--- src/rtl/vga_plot_arbiter.sv ---
// vga_plot_arbiter: request/grant arbiter for the single VGA adapter plot port.
// A grant is held for a whole burst, and the granted pixel stream is registered
// towards the adapter, so pixels from different engines are never interleaved.
//
// state   | meaning
// --------+-----------------------------------------------------------------
// S_IDLE  | no grant held; the lowest-index request wins and is granted next cycle
// S_BURST | one requester owns the port until its last pixel or until it drops req
module vga_plot_arbiter #(
    parameter int N     = 5,
    parameter int CNT_W = 17
) (
    input  logic               clock,
    input  logic               reset,
    input  logic [N-1:0]       req,
    input  logic [N-1:0]       plot_in,
    input  logic [N-1:0]       last_in,
    input  logic [9*N-1:0]     x_in,
    input  logic [8*N-1:0]     y_in,
    input  logic [3*N-1:0]     colour_in,
    output logic [N-1:0]       gnt,
    output logic [8:0]         vga_x,
    output logic [7:0]         vga_y,
    output logic [2:0]         vga_colour,
    output logic               vga_plot,
    output logic               busy,
    output logic               abort,
    output logic [CNT_W-1:0]   pixel_count
);

    typedef enum logic {S_IDLE, S_BURST} state_t;

    state_t             r_state, w_state_nxt;
    logic [N-1:0]       r_gnt, w_gnt_nxt;
    logic [8:0]         r_x, w_x_nxt;
    logic [7:0]         r_y, w_y_nxt;
    logic [2:0]         r_colour, w_colour_nxt;
    logic               r_plot, w_plot_nxt;
    logic               r_abort, w_abort_nxt;
    logic [CNT_W-1:0]   r_cnt, w_cnt_nxt;

    logic [N-1:0]       w_pick;
    logic [8:0]         w_sel_x;
    logic [7:0]         w_sel_y;
    logic [2:0]         w_sel_colour;
    logic               w_req_g;
    logic               w_accept;
    logic               w_last;

    // Lowest set request bit: x & -x isolates it, giving index 0 top priority.
    assign w_pick   = req & (~req + N'(1));
    // Only strobes of the current grant holder count; everyone else is masked off.
    assign w_req_g  = |(req & r_gnt);
    assign w_accept = |(plot_in & r_gnt);
    assign w_last   = |(plot_in & last_in & r_gnt);

    // Select the pixel fields of the requester that holds the grant.
    always_comb begin
        w_sel_x      = '0;
        w_sel_y      = '0;
        w_sel_colour = '0;
        for (int i = 0; i < N; i++) begin
            if (r_gnt[i]) begin
                w_sel_x      = x_in[9*i +: 9];
                w_sel_y      = y_in[8*i +: 8];
                w_sel_colour = colour_in[3*i +: 3];
            end
        end
    end

    // Next-state and next-output logic for the grant FSM and pixel pipeline.
    always_comb begin
        w_state_nxt  = r_state;
        w_gnt_nxt    = r_gnt;
        w_x_nxt      = r_x;
        w_y_nxt      = r_y;
        w_colour_nxt = r_colour;
        w_plot_nxt   = 1'b0;
        w_abort_nxt  = 1'b0;
        w_cnt_nxt    = r_cnt;
        case (r_state)
            S_IDLE: begin
                w_gnt_nxt = '0;
                if (|req) begin
                    w_gnt_nxt   = w_pick;
                    w_cnt_nxt   = '0;
                    w_state_nxt = S_BURST;
                end
            end
            S_BURST: begin
                // A pixel in the releasing cycle (last or req drop) is still forwarded.
                if (w_accept) begin
                    w_plot_nxt   = 1'b1;
                    w_x_nxt      = w_sel_x;
                    w_y_nxt      = w_sel_y;
                    w_colour_nxt = w_sel_colour;
                    if (r_cnt != '1) begin
                        w_cnt_nxt = r_cnt + CNT_W'(1);
                    end
                end
                // A last pixel wins over a simultaneous req drop: normal release.
                if (w_last) begin
                    w_gnt_nxt   = '0;
                    w_state_nxt = S_IDLE;
                end else if (!w_req_g) begin
                    w_gnt_nxt   = '0;
                    w_abort_nxt = 1'b1;
                    w_state_nxt = S_IDLE;
                end
            end
            default: begin
                w_gnt_nxt   = '0;
                w_state_nxt = S_IDLE;
            end
        endcase
    end

    // State and output registers; reset discards any burst without an abort pulse.
    always_ff @(posedge clock) begin
        if (reset) begin
            r_state  <= S_IDLE;
            r_gnt    <= '0;
            r_x      <= '0;
            r_y      <= '0;
            r_colour <= '0;
            r_plot   <= 1'b0;
            r_abort  <= 1'b0;
            r_cnt    <= '0;
        end else begin
            r_state  <= w_state_nxt;
            r_gnt    <= w_gnt_nxt;
            r_x      <= w_x_nxt;
            r_y      <= w_y_nxt;
            r_colour <= w_colour_nxt;
            r_plot   <= w_plot_nxt;
            r_abort  <= w_abort_nxt;
            r_cnt    <= w_cnt_nxt;
        end
    end

    assign gnt         = r_gnt;
    assign busy        = |r_gnt;
    assign vga_x       = r_x;
    assign vga_y       = r_y;
    assign vga_colour  = r_colour;
    assign vga_plot    = r_plot;
    assign abort       = r_abort;
    assign pixel_count = r_cnt;

endmodule

--- config.mk ---
export PLATFORM = sky130hd
export DESIGN_NAME = vga_plot_arbiter
export DESIGN_NICKNAME = d
export VERILOG_FILES = /design/src/rtl/vga_plot_arbiter.sv
export SDC_FILE = /design/constraint.sdc
export NUM_CORES = 1
export LEC_CHECK = 0
export CAP_MARGIN = 10
export CORE_MARGIN = 2
export CORE_UTILIZATION = 25
export CTS_BUF_LIST = sky130_fd_sc_hd__clkbuf_8
export DETAILED_ROUTE_END_ITERATION = 10
export MAX_ROUTING_LAYER = met4
export PLACE_DENSITY = 0.66
export SLEW_MARGIN = 5
export SYNTH_ARGS = -nofsm -noshare
export SYNTH_HDL_FRONTEND = slang
export SYNTH_SLANG_ARGS = --single-unit
--- constraint.sdc ---
create_clock -name clock -period 5.8 [get_ports clock]
set_input_delay 0.87 -clock clock [delete_from_list [all_inputs] [get_ports clock]]
set_output_delay 0.87 -clock clock [all_outputs]
set_load 0.05 [all_outputs]
# Word-level counts from Yosys, hierarchy flattened
# Index checks and enable logic that the tools add are counted.
[word_totals] regBits=45 inputBits=117 output_inout_bits=45 wordCells=60
[op_classes] addsub=2 n_eq_ne=5 mux=29 bitwise_logic=7 reduce_logical=9
[op_table] cell="two-way mux 17 bit" n=3
[op_table] cell="two-way mux 9 bit" n=5
[op_table] cell="two-way mux 8 bit" n=5
[op_table] cell="case mux 17 bit (2 select lines)" n=1
[op_table] cell="bitwise AND 5 bit" n=5
[op_table] cell="OR reduction 5 bit" n=5
[op_table] cell="adder 17 x 1 -> 17 bit, second input constant" n=1
[op_table] cell="inequality test 17 bit, second input constant" n=1
[op_table] cell="two-way mux 3 bit" n=5
[op_table] cell="two-way mux 5 bit" n=3
[op_table] cell="case mux 5 bit (2 select lines)" n=1
[op_table] cell="OR reduction 7 bit" n=1
[op_table] cell="adder 5 x 1 -> 5 bit, second input constant" n=1
[op_table] cell="two-way mux 1 bit" n=5
[op_table] cell="NOT 5 bit" n=1
[op_table] cell="inequality test 2 x 1 -> 1 bit, second input constant" n=2
[op_table] cell="inequality test 3 x 2 -> 1 bit, second input constant" n=1
[op_table] cell="AND reduction 3 bit" n=1
[op_table] cell="inequality test 2 bit, second input constant" n=1
[op_table] cell="case mux 1 bit (2 select lines)" n=1
[op_table] cell="AND reduction 2 bit" n=1
[op_table] cell="OR reduction 2 bit" n=1
[op_table] cell="NOT 1 bit" n=1

# Depth between registers and ports, before layout
# Gate-level depths: netlist of run 1.
[logic_depth] ltp_word=5 ltp_mapped=9 ltp_nobuf=7

# Worst setup path before layout of run 1
# OpenSTA, ideal clock, no wires.
[synth_path] kind="register to output" from="register r_gnt[1] (netlist: gnt[1])" to="output busy" arrival_ns=1.581 required_time_ns=4.930 path_slack_ns=3.349 path_stages_with_launch=5 n_path_buf=2 path_cell_list="dfxtp_1 > buf_2 > clkbuf_1 > nor3_1 > nand2_1"
[synth_via] elab_chain_len=1
[synth_rtl] element="start, declared" line="34" rtl="logic [N-1:0] r_gnt, w_gnt_nxt;"
[synth_rtl] element="start signal, assigned" line="131" rtl="r_gnt <= w_gnt_nxt;"
[synth_rtl] element="OR reduction 5 bit" line="142" rtl="assign busy = |r_gnt;"
[synth_rtl] element="end, declared" line="26" rtl="output logic busy,"
# Every way passes these cells.

# Final worst setup path of run 1
[layout_path] from="register r_gnt[2] (netlist: gnt[2])" to="output gnt[2]"
[layout_lines] element="end, declared" line="21" rtl="output logic [N-1:0] gnt,"
# No word-level cell between the ends.

==> impl_metrics.csv, run 1 <==
group,metric,value,unit
worst_setup_path,crit_path_end,"gnt[2]",
floorplanning,design.die.area,11800,sq um
placement,postPlaceCellArea,4400,sq um
timing,clock_skew,10.6,ps
yosys,synth_ff_type,"dfxtp_1",
pwr,clkPwrFrac,0.333,
worst_setup_path,crit_chain,"buf_4, clkdlybuf4s50_1",
floorplanning,ios,162,
route,wirelength,10700,um
cts,root_buffer,"clkbuf_8",
floorplanning,core_area,10700,sq um
worst_setup_path,crit_required,4930,ps
timing,slew_viol_final,0,
yosys,synth_cell_types,41,
finish,instances_no_fill,600,
timing,finalSetupTns,0,ps
yosys,netlist_top_cells_count,"dfxtp_1 (45), a21oi_1 (34), o31ai_1 (27)",
timing,finalCriticalPeriod,3170,ps
finish,nFillCells,1084,
worst_setup_path,r2r-start,"gnt[1]",
floorplanning,initial_core_util,0.254,
run_status,status,"completed",
timing,worstMarginPinSlew,924,ps
yosys,synth_compound_area_frac,0.341,
cts,htree_levels,2,
cts,post_cts_buffers,0,
placement,dp_cells,592,
yosys,synth.area.top_cells,"dfxtp_1 (33%), a32o_1 (8.4%), o31ai_1 (7.4%)",
floorplanning,num_rows,38,
finish,layout-drive-gt1-share,0.0391,
worst_setup_path,rrSetupSlack,3250,ps
yosys,synthSimpleGateAreaFrac,0.239,
yosys,ys_ff_latch,45,
placement,hpwlAfterDp,7910,um
timing,period_share,0.547,
cts,cts_resized,0,
cts,clk_pin_slew,80,ps
yosys,syn-instance-count,321,
finish,postLayoutCoreUtil,0.420,
yosys,synth_edf_count,0,
yosys,async_reset_ff_frac,0,
yosys,syn_avg_cell_area,8.52,sq um
yosys,synthMuxAreaShare,0.0183,
yosys,yosysMostFrequentCell,"dfxtp_1",
yosys,ys_warn_count,0,
yosys,yosysTopAreaCell,"dfxtp_1",
route,drcViolationCount,0,
yosys,synthAdderAreaFrac,0.00915,
pwr,combPwrFrac,0.230,
timing,fmax,0.315,GHz
finish,antenna_cells,0,
pwr,cellLeakagePower,0.00144,uW
placement,gp_congestion,0.888,
finish,stdcell_area,4510,sq um
yosys,synth_top_family_by_area,"compound AO/OA/AOI/OAI gates",
global_route,antenna_found_initial,0,
route,drt_iter0_markers,237,
global_route,overflow,0,
pwr,switchingPower,183,uW
cts,cts_made_buffers,5,
global_route,grt_pass1_vias,3179,
cts,holdBufCountCts,0,
timing,setup_ws,2630,ps
yosys,seq_area_frac_synth,0.330,
finish,final-seq-area,903,sq um
pwr,p_seq_frac,0.438,
floorplanning,die-height,109,um
pwr,power.density,163,nW/um^2
min_path,hold_start,"vga_y[2]",
worst_setup_path,r2r_cells,5,
route,wl_per_cell,17.8,um
worst_setup_path,max_stage_delay,860,ps
worst_setup_path,worst_setup_path_end_kind,"output pin",
finish,syn2layout_area_growth,65.0,%
route,first_pass_iters,5,
global_route,grt_pass1_wl,16200,um
worst_setup_path,cp_max_fo,31,
global_route,grt_max_degree,47,
worst_setup_path,cp_slowest_cell,"clkdlybuf4s50_1",
global_route,track_usage,0.180,
min_path,min_path_type,"reg2reg",
route,vias,3221,
yosys,synthXorXnorAreaFrac,0,
flow_run,maxCapViolCount,0,
cts,cts_tree,"built",
route,ant_nets,0,
yosys,yosysTopAreaCellShare,0.330,
finish,multi_input_area,1660,sq um
pwr,peakVddDrop,0.0000961,V
timing,maxSlewHeadroom,0.384,
worst_setup_path,crit_start,"gnt[2]",
cts,cts_buffer_depth,2,
timing,rsz0062_at_grt,"no",
floorplanning,die_x,109,um
yosys,syn_nets,440,
worst_setup_path,start_kind,"register",
worst_setup_path,r2r-end,"vga_x[0]",
yosys,syn-cell-area,2730,sq um
pwr,p_sw_frac,0.249,
route,vias_per_cell,5.37,
cts,clk_latency,300,ps
pwr,p_int,551,uW
placement,place_ws,2700,ps
placement,port_buffers,161,
finish,finalNetCount,578,
cts,cts.sinks,45,
worst_setup_path,cp.arrival,2300,ps
timing,setup_viol,0,
timing,hold_viol_final,0,
worst_setup_path,worstSetupPathType,"reg2out",
[flip-flops by register name, summed over array words and instances (netlist names)]
name / cells
r_state: 1
abort: 1
vga_x: 9
vga_plot: 1
vga_y: 8
vga_colour: 3
pixel_count: 17
gnt: 5
[cells by family (layout without fill, tap and decap cells)]
logic type | count (synthesis) | after routing
simple gates | 110 | 110
compound gates | 121 | 121
fa+ha+maj | 2 | 2
mux | 5 | 5
buf+inv | 38 | 177
flops | 45 | 45
[cells in the final DEF, fill, tap and decap left out, types with 3 or more instances in the layout]
master	Yosys	final
a21oi_1	34	34
a221oi_1	20	20
a32o_1	23	23
and2_1	3	3
buf_4	0	3
clkbuf_8	0	6
clkdlybuf4s50_1	0	161
dfxtp_1	45	43
inv_1	4	5
mux2i_1	5	5
nand2_1	10	10
nand2b_1	20	20
nand3_1	14	14
nand4_1	6	6
nor2_1	7	6
nor2b_1	21	21
nor3_1	3	3
nor4_1	3	3
o31ai_1	27	27
or3_1	6	6
or4_1	7	7
[final cells by class]
| type | count | share of cell area |
|---|---|---|
| repair buffers | 164 | 0.362 |
| multi-input cells | 238 | 0.369 |
| well taps | 140 | 0.0388 |
| clock inverters | 2 | 0.00749 |
| inverters | 5 | 0.00416 |
| flip-flops and latches | 45 | 0.200 |
| clock buffers | 6 | 0.0183 |
[power groups by stage]
stage               sequential (uW)  clock (uW)  combinational, uW
finish                          321         244                169
global route                    323         265                180
CTS                             321         252                169
detailed placement              329           0                168
global placement                329           0                168
floorplan                       335           0               58.4
[critical path: cells and delay by family, from the launching register on]
family	cells	cell delay, ps
flops	1	740
buf+inv	2	1270
[metal layers]
metal / share of wire / track usage
met5: 0 / -
met4: 0.0056 / 0.0348
met3: 0.10 / 0.0476
met2: 0.47 / 0.308
met1: 0.42 / 0.214
[worst min-delay path by stage]
stage | endpoint | cells after the start | slack, ps
finish | vga_y[2] | 1 | 470
global route | vga_colour[0] | 1 | 500
CTS | vga_y[2] | 1 | 480
detailed placement | vga_x[6] | 1 | 460
global placement | vga_x[1] | 1 | 450
floorplan | gnt[0] | 3 | 670
[through the flow]
stage                     hold WS (ps)  total power, uW
after floorplan                    670              394
after global placement             446              496
after detailed placement           455              497
after CTS                          475              743
after global routing               504              768
final                              470              734
Note: power is estimated with default switching activity, not from simulation.
==> run 2, diff against run 1 <==
==> constraint.sdc (replaced) <==
create_clock -name clock -period 3.1 [get_ports clock]
set_input_delay 0.465 -clock clock [delete_from_list [all_inputs] [get_ports clock]]
set_output_delay 0.465 -clock clock [all_outputs]
set_load 0.05 [all_outputs]
==> impl_metrics.csv, run 2 (same netlist as run 1, synthesis figures left out) <==
group,metric,value,unit
worst_setup_path,r2r_cells,7,
route,wl_met2,5030,um
placement,postPlaceCellArea,4440,sq um
global_route,grt_pass1_wl,16400,um
worst_setup_path,cp.depth,3,
placement,port_buffers,161,
timing,maxSlewHeadroom,0.418,
finish,largest_reg_flops,17,
timing,setup_ws,601,ps
worst_setup_path,rrSetupSlack,720,ps
cts,cts_resized,0,
timing,period_share,0.806,
finish,layout_commonest_cell,"clkdlybuf4s50_1",
timing,setup_viol,0,
finish,nFillCells,1070,
cts,cts_made_buffers,5,
timing,rsz0062_at_grt,"no",
global_route,track_usage,0.181,
timing,fmax,0.400,GHz
worst_setup_path,max_stage_delay,800,ps
global_route,grt_max_degree,41,
worst_setup_path,critPathTopFamily,"buffers and inverters",
pwr,power.density,291,nW/um^2
floorplanning,initial_core_util,0.254,
worst_setup_path,cp_slowest_cell,"clkdlybuf4s50_1",
min_path,min_path_type,"reg2reg",
cts,clk_pin_slew,110,ps
worst_setup_path,crit_required,2630,ps
cts,htree_levels,2,
flow_run,maxCapViolCount,0,
finish,finalNetCount,584,
cts,post_cts_buffers,0,
cts,root_buffer,"clkbuf_8",
timing,finalSetupTns,0,ps
timing,slew_viol_final,0,
worst_setup_path,worst_setup_path_end_kind,"output pin",
floorplanning,die_x,109,um
route,vias_per_cell,5.33,
timing,worstMarginPinSlew,873,ps
global_route,overflow,0,
worst_setup_path,worstSetupPathType,"reg2out",
floorplanning,core_area,10700,sq um
floorplanning,die-height,109,um
finish,stdcell_area,4530,sq um
cts,cts_buffer_depth,2,
finish,postLayoutCoreUtil,0.422,
global_route,grt_pass1_vias,3202,
finish,layout-drive-gt1-share,0.0536,
route,wl_met3,974,um
cts,cts_tree,"built",
placement,dp_cells,598,
cts,cts.sinks,45,
route,drt-met1-wl,4730,um
finish,antenna_cells,0,
route,first_pass_iters,5,
route,drt_iter0_markers,283,
global_route,antenna_found_initial,0,
worst_setup_path,cp_max_fo,13,
worst_setup_path,cp.arrival,2030,ps
run_status,status,"completed",
finish,layout_common_cells,"clkdlybuf4s50_1 (161), dfxtp_1 (43), a21oi_1 (34)",
worst_setup_path,crit_buf_inv,1,
floorplanning,num_rows,38,
placement,hpwlAfterDp,8000,um
route,highest_layer,"met4",
floorplanning,ios,162,
pwr,cellLeakagePower,0.00145,uW
route,wl_per_cell,17.9,um
finish,syn2layout_area_growth,65.9,%
route,wirelength,10800,um
placement,gp_congestion,0.870,
pwr,peakVddDrop,0.000174,V
route,ant_nets,0,
finish,instances_no_fill,606,
worst_setup_path,start_kind,"register",
floorplanning,design.die.area,11800,sq um
timing,clock_skew,14.1,ps
worst_setup_path,crit_chain,"nor3_1, nand2_1, clkdlybuf4s50_1",
placement,place_ws,506,ps
cts,clk_latency,310,ps
timing,finalCriticalPeriod,2500,ps
timing,hold_viol_final,0,
min_path,holdPathStages,1,
cts,holdBufCountCts,0,
route,drcViolationCount,0,
route,vias,3233,
==> run 2: cell type report <==
class / instances / area (sq um) / area share
Tap cell: 140 / 175 / 0.0386
Multi-Input combinational cell: 238 / 1660 / 0.367
Timing Repair Buffer: 170 / 1680 / 0.370
Clock buffer: 5 / 68.8 / 0.0152
Clock inverter: 3 / 25.0 / 0.00552
Inverter: 5 / 18.8 / 0.00414
Sequential cell: 45 / 903 / 0.199
==> run 2: worst paths after layout <==
| check | start | to |
|---|---|---|
| max | gnt[1] | busy |
| min | vga_x[5] | vga_x[5] |
| max reg2reg | pixel_count[2] | pixel_count[13] |
| min reg2reg | vga_x[5] | vga_x[5] |
==> run 2: layer usage <==
layer	up-vias	global-route usage
met3	12	0.0386
met4	0	0.0412
met5	-	-
li1	1554	-
met2	151	0.306
met1	1516	0.221
==> run 2: where the power goes <==
group | leakage (uW) | internal, uW | switching [uW]
Clock | 0.0000452 | 165 | 231
Combinational | 0.00104 | 189 | 135
Sequential | 0.000365 | 586 | 12.2
Total | 0.00145 | 939 | 379
==> run 2: through the flow <==
| step | hold WS, ps | total power, uW |
|---|---|---|
| finish | 473 | 1320 |
| global route | 490 | 1370 |
| CTS | 478 | 1330 |
| detailed placement | 455 | 934 |
| global placement | 447 | 933 |
| floorplan | 591 | 737 |
==> run 3, diff against run 2 <==
--- a/config.mk
+++ b/config.mk
@@ -11,7 +11,7 @@
 export CTS_BUF_LIST = sky130_fd_sc_hd__clkbuf_8
 export DETAILED_ROUTE_END_ITERATION = 10
 export MAX_ROUTING_LAYER = met4
-export PLACE_DENSITY = 0.66
+export PLACE_DENSITY = 0.68
 export SLEW_MARGIN = 5
 export SYNTH_ARGS = -nofsm -noshare
 export SYNTH_HDL_FRONTEND = slang
==> constraint.sdc (replaced) <==
create_clock -name clock -period 2.05 [get_ports clock]
set_input_delay 0.3075 -clock clock [delete_from_list [all_inputs] [get_ports clock]]
set_output_delay 0.3075 -clock clock [all_outputs]
set_load 0.05 [all_outputs]
==> impl_metrics.csv, run 3 (same netlist as run 1, synthesis figures left out) <==
group,metric,value,unit
global_route,grt_pass1_vias,3275,
pwr,cellLeakagePower,0.00168,uW
finish,finalNetCount,617,
placement,port_buffers,161,
pwr,p_sw_frac,0.264,
route,wirelength,10900,um
finish,antenna_cells,0,
placement,dp_cells,630,
global_route,grt_max_degree,42,
cts,holdBufCountCts,0,
timing,setup_ws,94.7,ps
run_status,status,"completed",
floorplanning,ios,162,
floorplanning,design.die.area,11800,sq um
timing,slew_viol_final,0,
floorplanning,die_x,109,um
floorplanning,die-height,109,um
global_route,overflow,0,
pwr,power,2050,uW
worst_setup_path,worstSetupPathType,"reg2out",
worst_setup_path,r2r-start,"pixel_count[5]",
finish,layout_common_cells,"clkdlybuf4s50_1 (156), buf_4 (38), a21oi_1 (34)",
floorplanning,num_rows,38,
cts,cts_made_buffers,5,
min_path,hold_start,"vga_colour[1]",
global_route,antenna_found_initial,0,
cts,cts.sinks,45,
timing,setup_viol,0,
global_route,track_usage,0.177,
cts,post_cts_buffers,0,
timing,maxSlewHeadroom,0.614,
cts,clk_pin_slew,90,ps
worst_setup_path,max_stage_delay,860,ps
finish,largest_reg_flops,17,
worst_setup_path,crit_buf_inv,1,
worst_setup_path,cp.arrival,1650,ps
pwr,combPwrFrac,0.265,
worst_setup_path,worst_setup_path_end_kind,"output pin",
timing,clock_skew,3.54,ps
timing,period_share,0.954,
worst_setup_path,start_kind,"register",
worst_setup_path,crit_start,"gnt[0]",
timing,worstMarginPinSlew,579,ps
timing,rsz0062_at_grt,"no",
cts,cts_buffer_depth,2,
floorplanning,core_area,10700,sq um
min_path,min_path_type,"reg2reg",
route,wl_per_cell,17.1,um
flow_run,maxCapViolCount,0,
worst_setup_path,cp_slowest_cell,"clkdlybuf4s50_1",
route,first_pass_iters,4,
finish,layout_commonest_cell,"clkdlybuf4s50_1",
pwr,power.density,414,nW/um^2
worst_setup_path,critPathTopFamily,"buffers and inverters",
route,drt_iter0_markers,190,
cts,htree_levels,2,
placement,gp_congestion,0.828,
worst_setup_path,crit_chain,"clkdlybuf4s50_1",
pwr,peakVddDrop,0.000217,V
placement,hpwlAfterDp,8070,um
route,ant_nets,0,
finish,syn2layout_area_growth,81.2,%
placement,place_ws,-99.5,ps
pwr,clkPwrFrac,0.299,
pwr,switchingPower,541,uW
cts,clk_latency,290,ps
global_route,grt_pass1_wl,16100,um
route,drcViolationCount,0,
pwr,p_int,1510,uW
cts,root_buffer,"clkbuf_8",
timing,finalSetupTns,0,ps
pwr,p_seq_frac,0.437,
finish,postLayoutCoreUtil,0.461,
route,vias_per_cell,5.26,
timing,hold_viol_final,0,
timing,fmax,0.511,GHz
finish,nFillCells,1037,
finish,layout-drive-gt1-share,0.160,
cts,cts_tree,"built",
route,vias,3359,
worst_setup_path,cp_max_fo,7,
floorplanning,initial_core_util,0.254,
worst_setup_path,crit_required,1740,ps
timing,finalCriticalPeriod,1960,ps
finish,instances_no_fill,639,
run 3: final timing paths:
check                                 endpoint  slack, ps  depth (start not counted)
worst max-delay path                    gnt[0]         90                          1
worst min-delay path             vga_colour[1]        470                          1
worst max register to register  pixel_count[4]        120                          7
worst min register to register   vga_colour[1]        470                          1
run 3: layer usage:
| layer | global-route usage | wire length [um] | vias to the layer above |
|---|---|---|---|
| met2 | 0.323 | 5630 | 125 |
| met5 | - | 0 | - |
| met3 | 0.0398 | 851 | 10 |
| li1 | - | - | 1624 |
| met1 | 0.194 | 4300 | 1600 |
| met4 | 0.0440 | 149 | 0 |
run 3: layout make-up:
| type | instances | area, sq um | share of cell area |
|---|---|---|---|
| Clock inverter | 1 | 5.00 | 0.00101 |
| Clock buffer | 7 | 96.3 | 0.0194 |
| Sequential cell | 45 | 923 | 0.186 |
| Multi-Input combinational cell | 239 | 1730 | 0.349 |
| Inverter | 5 | 18.8 | 0.00379 |
| Timing Repair Buffer | 202 | 2010 | 0.405 |
| Tap cell | 140 | 175 | 0.0354 |
run 3: stage by stage:
step                      hold WS [ps]  cell area, sq um
final                              469              4950
after global routing               495              4950
after CTS                          472              4910
after detailed placement           455              4800
after global placement             448              4800
after floorplan                    433              2760
run 3: repair_timing:
| item | CTS | global route |
|---|---|---|
| setup endpoints to repair | 3 | 10 |
| gates cloned | 0 | 1 |
| resized for setup | 2 | 6 |
| pin swaps | 0 | 1 |
run 3: power by group through the flow:
stage / logic (uW) / registers (uW) / clock network, uW
finish: 544 / 896 / 613
global route: 579 / 899 / 668
CTS: 540 / 895 / 637
detailed placement: 536 / 916 / 0
global placement: 532 / 915 / 0
floorplan: 166 / 945 / 0
run 3: worst reg2reg max path, delay by kind of cell (launching register included):
kind | cells | cell delay, ps
adder cells (fa/ha/maj) | 1 | 200
AO/OA/AOI/OAI | 2 | 430
flip-flops | 1 | 350
AND/OR/NAND/NOR | 4 | 890
